===== src/rtl/spi_clk_fb_engine.sv =====
// Feedback SPI clock generator: after a start, idles for a programmable number of
// half periods, then emits 2*bits clock toggles with lead/trail edge strobes.
module spi_clk_fb_engine #(
  parameter int SCALE_WIDTH       = 8,
  parameter int SPI_CLK_DELAY_MAX = 7,
  parameter int FRAME_BITS_MAX    = 64,
  localparam int DELAY_W = $clog2(SPI_CLK_DELAY_MAX + 1),
  localparam int BITS_W  = $clog2(FRAME_BITS_MAX + 1),
  localparam int EDGE_W  = $clog2(2 * FRAME_BITS_MAX + 1)
) (
  input  logic                   sys_clk,
  input  logic                   reset,
  input  logic                   start,
  input  logic                   abort,
  input  logic [SCALE_WIDTH-1:0] cfg_scale,
  input  logic [DELAY_W-1:0]     cfg_delay,
  input  logic [BITS_W-1:0]      cfg_bits,
  input  logic                   cfg_cpol,
  output logic                   busy,
  output logic                   spi_clk_fb,
  output logic                   lead_edge,
  output logic                   trail_edge,
  output logic                   done,
  output logic                   cfg_err
);

  typedef enum logic [1:0] {
    IDLE  = 2'd0,
    DELAY = 2'd1,
    RUN   = 2'd2
  } state_t;

  state_t state, state_nxt;

  logic [SCALE_WIDTH-1:0] half_cnt, half_cnt_nxt;
  logic [DELAY_W-1:0]     delay_cnt, delay_cnt_nxt;
  logic [EDGE_W-1:0]      edge_cnt, edge_cnt_nxt;

  logic [SCALE_WIDTH-1:0] scale_q, scale_nxt;
  logic [DELAY_W-1:0]     delay_q, delay_nxt;
  logic [BITS_W-1:0]      bits_q, bits_nxt;
  logic                   cpol_q, cpol_nxt;

  logic busy_nxt, clk_nxt, lead_nxt, trail_nxt, done_nxt, err_nxt;

  logic              cfg_legal;
  logic              half_wrap;
  logic              delay_last;
  logic [EDGE_W-1:0] edge_target;
  logic [EDGE_W-1:0] edge_inc;

  // Integer compares keep the range checks meaningful for any parameter choice.
  assign cfg_legal = (cfg_scale != '0) && (cfg_bits != '0) &&
                     (int'(cfg_bits) <= FRAME_BITS_MAX) &&
                     (int'(cfg_delay) <= SPI_CLK_DELAY_MAX);

  assign half_wrap   = (half_cnt == scale_q - SCALE_WIDTH'(1));
  assign delay_last  = (delay_cnt == delay_q - DELAY_W'(1));
  assign edge_target = EDGE_W'({bits_q, 1'b0});
  assign edge_inc    = edge_cnt + EDGE_W'(1);

  always_comb begin
    state_nxt     = state;
    half_cnt_nxt  = half_cnt;
    delay_cnt_nxt = delay_cnt;
    edge_cnt_nxt  = edge_cnt;
    scale_nxt     = scale_q;
    delay_nxt     = delay_q;
    bits_nxt      = bits_q;
    cpol_nxt      = cpol_q;
    busy_nxt      = busy;
    clk_nxt       = spi_clk_fb;
    lead_nxt      = 1'b0;
    trail_nxt     = 1'b0;
    done_nxt      = 1'b0;
    err_nxt       = 1'b0;

    case (state)
      IDLE: begin
        clk_nxt       = cfg_cpol;
        busy_nxt      = 1'b0;
        half_cnt_nxt  = '0;
        delay_cnt_nxt = '0;
        edge_cnt_nxt  = '0;
        if (start) begin
          if (cfg_legal) begin
            scale_nxt = cfg_scale;
            delay_nxt = cfg_delay;
            bits_nxt  = cfg_bits;
            cpol_nxt  = cfg_cpol;
            busy_nxt  = 1'b1;
            state_nxt = (cfg_delay == '0) ? RUN : DELAY;
          end else begin
            err_nxt = 1'b1;
          end
        end
      end

      DELAY: begin
        if (abort) begin
          state_nxt     = IDLE;
          busy_nxt      = 1'b0;
          clk_nxt       = cpol_q;
          half_cnt_nxt  = '0;
          delay_cnt_nxt = '0;
          edge_cnt_nxt  = '0;
        end else begin
          half_cnt_nxt = half_wrap ? '0 : half_cnt + SCALE_WIDTH'(1);
          if (half_wrap) begin
            if (delay_last) begin
              state_nxt     = RUN;
              delay_cnt_nxt = '0;
            end else begin
              delay_cnt_nxt = delay_cnt + DELAY_W'(1);
            end
          end
        end
      end

      RUN: begin
        if (abort) begin
          state_nxt     = IDLE;
          busy_nxt      = 1'b0;
          clk_nxt       = cpol_q;
          half_cnt_nxt  = '0;
          delay_cnt_nxt = '0;
          edge_cnt_nxt  = '0;
        end else begin
          half_cnt_nxt = half_wrap ? '0 : half_cnt + SCALE_WIDTH'(1);
          if (half_wrap) begin
            clk_nxt      = ~spi_clk_fb;
            edge_cnt_nxt = edge_inc;
            if (~spi_clk_fb == cpol_q) begin
              trail_nxt = 1'b1;
            end else begin
              lead_nxt = 1'b1;
            end
            // The last toggle lands back on cpol; the engine is free again that same cycle.
            if (edge_inc == edge_target) begin
              done_nxt     = 1'b1;
              busy_nxt     = 1'b0;
              state_nxt    = IDLE;
              edge_cnt_nxt = '0;
              half_cnt_nxt = '0;
            end
          end
        end
      end

      default: begin
        state_nxt = IDLE;
        busy_nxt  = 1'b0;
      end
    endcase
  end

  always_ff @(posedge sys_clk or posedge reset) begin
    if (reset) begin
      state      <= IDLE;
      half_cnt   <= '0;
      delay_cnt  <= '0;
      edge_cnt   <= '0;
      scale_q    <= '0;
      delay_q    <= '0;
      bits_q     <= '0;
      cpol_q     <= 1'b0;
      busy       <= 1'b0;
      spi_clk_fb <= 1'b0;
      lead_edge  <= 1'b0;
      trail_edge <= 1'b0;
      done       <= 1'b0;
      cfg_err    <= 1'b0;
    end else begin
      state      <= state_nxt;
      half_cnt   <= half_cnt_nxt;
      delay_cnt  <= delay_cnt_nxt;
      edge_cnt   <= edge_cnt_nxt;
      scale_q    <= scale_nxt;
      delay_q    <= delay_nxt;
      bits_q     <= bits_nxt;
      cpol_q     <= cpol_nxt;
      busy       <= busy_nxt;
      spi_clk_fb <= clk_nxt;
      lead_edge  <= lead_nxt;
      trail_edge <= trail_nxt;
      done       <= done_nxt;
      cfg_err    <= err_nxt;
    end
  end

endmodule


===== config.mk =====
export PLATFORM = sky130hd
export DESIGN_NAME = spi_clk_fb_engine
export DESIGN_NICKNAME = d
export VERILOG_FILES = /design/src/rtl/spi_clk_fb_engine.sv
export SDC_FILE = /design/constraint.sdc
export NUM_CORES = 1
export LEC_CHECK = 0
export BUFFER_PORTS_ARGS = -buffer_cell sky130_fd_sc_hd__buf_2
export CORE_MARGIN = 4
export CORE_UTILIZATION = 30
export DETAILED_ROUTE_END_ITERATION = 16
export SYNTH_ARGS = -nofsm -noshare
export SYNTH_HDL_FRONTEND = slang
export SYNTH_SLANG_ARGS = --single-unit

===== constraint.sdc =====
create_clock -name sys_clk -period 2.26 [get_ports sys_clk]
set_clock_uncertainty 0.1 [all_clocks]
set_input_delay 0.226 -clock sys_clk [delete_from_list [all_inputs] [get_ports sys_clk]]
set_output_delay 0.226 -clock sys_clk [all_outputs]
set_load 0.1 [all_outputs]

==> qor.yml <==
placed_area_um2: 3420
multiInputGateArea_um2: 1880
arrival_ns: 2.53
crit_fanout: 5
yosysWarnings: 0
worstMarginPinSlew_ns: 0.717
cp_slowest_cell: "dfrtp_2"
die_h_um: 106
grt_remaining_overflow: 0
required_ns: 2.35
clock-sinks: 46
ys_types: 61
postLayoutCellArea_um2: 3900
path_class: "flip-flop to flip-flop"
seq_area_um2: 1150
syn_nets: 316
root_buffer: "clkbuf_8"
vias_per_cell: 4.98
status: "complete, but fails checks"
ant_nets: 0
cts_buffers: 5
max-slew-margin-rel_pct: 52.1
io_pins: 29
ir_drop_mv: 0.628
hold_path.class: "primary input to flip-flop"
core_um2: 9280
clock.fmax_mhz: 410
worst_hold_slack_ns: 0.0701
gp_congestion: 0.844
ys_ff_latch: 46
grt_max_degree: 22
wl_met3_um: 220
setup_tns_ns: -2.33
maxSlewViolCount: 0
setup_ws_ns: -0.176
final_cell_mix: "dfrtp_1, buf_4, buf_2"
wl_um: 6870
worst_path_most_repeated_cell: "buf_4"
drt_iter0_markers: 193
path_cells: "nor4_4 > buf_4 > a211oi_2 > a311o_1 > buf_4 > o211a_4 > o211ai_4 > mux2_4"
antenna_found_initial: 0
cp-start-kind: "flip-flop"
leakage_nw: 1.71
ys_seq_area_share_pct: 39.9
maxCapViolCount: 0
dr.pass1.iters: 4
rsz0062_at_grt: "true"
end_kind: "flip-flop"
clockBufferDepth: 2
synth_async_sr_flop_share_pct: 100
synth_area_um2: 2890
p_per_area_nw_per_um2: 1030
initial_core_util_pct: 31.1
top_layer: "met4"
critical-path-top-delay-family: "compound AO/OA/AOI/OAI gates"
area_growth_syn_to_layout_pct: 35.1
min_period_ns: 2.44
synth_edf_count: 0
fin_crit_sh_pct: 108
worst_skew_pair.late_latency_ns: 0.30
num_antenna_cells: 0
setup_violations: 25
drc: 0
vias: 2397
syn_inst: 284
crit_buf_inv: 2
grt_first_pass_wirelength_um: 11600
drive_above_1_share_pct: 41.8
track_usage_pct: 12.6
hold_viol: 0
path_clk_slew_ns: 0.09
fillers: 933
portBuffers: 28
place_hpwl_um: 5170
wl_met2_um: 3220
cts_tree: "yes"
die_area_um2: 11300
synthFlopType: "dfrtp_1"
rows: 35
grt_pass1_vias: 2379
violations: "setup timing"
wl_per_cell_um: 14.3
wl_met1_um: 3340
synth_area_per_cell_um2: 10.2
nets: 384
slowest_delay_ns: 0.44
htree_levels: 2
dieWidth_um: 106
layout_commonest_cell: "dfrtp_1"
## final timing paths
check / from / end / cells past startpoint / slack, ns
min in group asynchronous: reset / trail_edge / 3 / 0.37
worst max register to register: scale_q[2] / delay_cnt[0] / 8 / -0.18
worst min register to register: delay_q[1] / delay_q[1] / 1 / 0.42
worst min-delay path: cfg_scale[6] / scale_q[6] / 2 / 0.07
worst max-delay path: scale_q[2] / delay_cnt[0] / 8 / -0.18
max in group asynchronous: reset / scale_q[2] / 4 / 1.12
## Yosys cell counts, types with 4 or more instances
| master | instances | area [µm²] |
|---|---|---|
| nor2_1 | 8 | 30.0 |
| nand3_1 | 13 | 65.1 |
| nor3_1 | 7 | 35.0 |
| xnor2_1 | 15 | 131 |
| inv_1 | 18 | 67.6 |
| nor4_1 | 6 | 37.5 |
| nand2_1 | 15 | 56.3 |
| ha_1 | 9 | 113 |
| o2111ai_1 | 4 | 35.0 |
| nor3b_1 | 4 | 30.0 |
| dfrtp_1 | 46 | 1150 |
| clkbuf_1 | 8 | 30.0 |
| mux2i_1 | 4 | 40.0 |
| nand4_1 | 5 | 31.3 |
| o21ai_0 | 10 | 50.1 |
| nor2b_1 | 6 | 37.5 |
| a21oi_1 | 5 | 25.0 |
| nand2b_1 | 5 | 31.3 |
| and3_1 | 7 | 43.8 |
| xor2_1 | 10 | 87.6 |
| mux2_2 | 19 | 214 |
## report_power, final
| group | internal, mW | total (mW) | switching [mW] |
|---|---|---|---|
| sequential | 1.05 | 1.27 | 0.211 |
| clock | 0.354 | 0.634 | 0.280 |
| combinational | 1.02 | 2.13 | 1.11 |
## registers in the layout, summed over array words and instances (netlist names)
register and flops:
busy 1, cfg_err 1, state 2, delay_cnt 3, cpol_q 1, spi_clk_fb 1, bits_q 7, trail_edge 1
delay_q 3, lead_edge 1, scale_q 8, done 1, half_cnt 8, edge_cnt 8
## stage by stage
step / utilization, % / setup WS [ns] / cells / total power, mW
after CTS: 39.5 / -0.109 / 475 / 3.83
final: 42.0 / -0.176 / 481 / 4.03
after detailed placement: 36.8 / -0.209 / 462 / 3.04
after global routing: 42.0 / -0.289 / 481 / 4.32
after global placement: 36.8 / -0.188 / 462 / 3.00
after floorplan: - / 0.00670 / 284 / 2.50
## kinds of logic after synthesis
group | share of synthesized area, %
and+or+nand+nor | 18.3
buffers and inverters | 4.12
muxes | 9.19
DFF | 39.9
adders and majority gates | 3.90
xor gates and xnor gates | 8.41
AOI/OAI and AO/OA | 16.2
## what timing repair did
action / in CTS / in global routing
pin swaps: 7 / 11
gates resized for setup: 19 / 34
endpoints found under the setup margin: 19 / 26
hold endpoints to repair: 19 / 0
hold buffers: 1 / 0
cloned: 0 / 1
buffers inserted: 6 / 5
## area by class of cell
type	instances	area share [%]
multi-input cells	209	48.2
clock buffers	6	2.12
inverters	18	1.73
repair buffers	72	13.5
well taps	129	4.14
clock inverters	1	0.770
flip-flops and latches	46	29.6
## metal layers
metal / global-route usage, % / vias up
li1: - / 1179
met1: 17.9 / 1169
met2: 20.0 / 42
met3: 1.82 / 7
met4: 3.61 / 0
met5: 0 / -
Note: power is estimated with default switching activity, not from simulation.
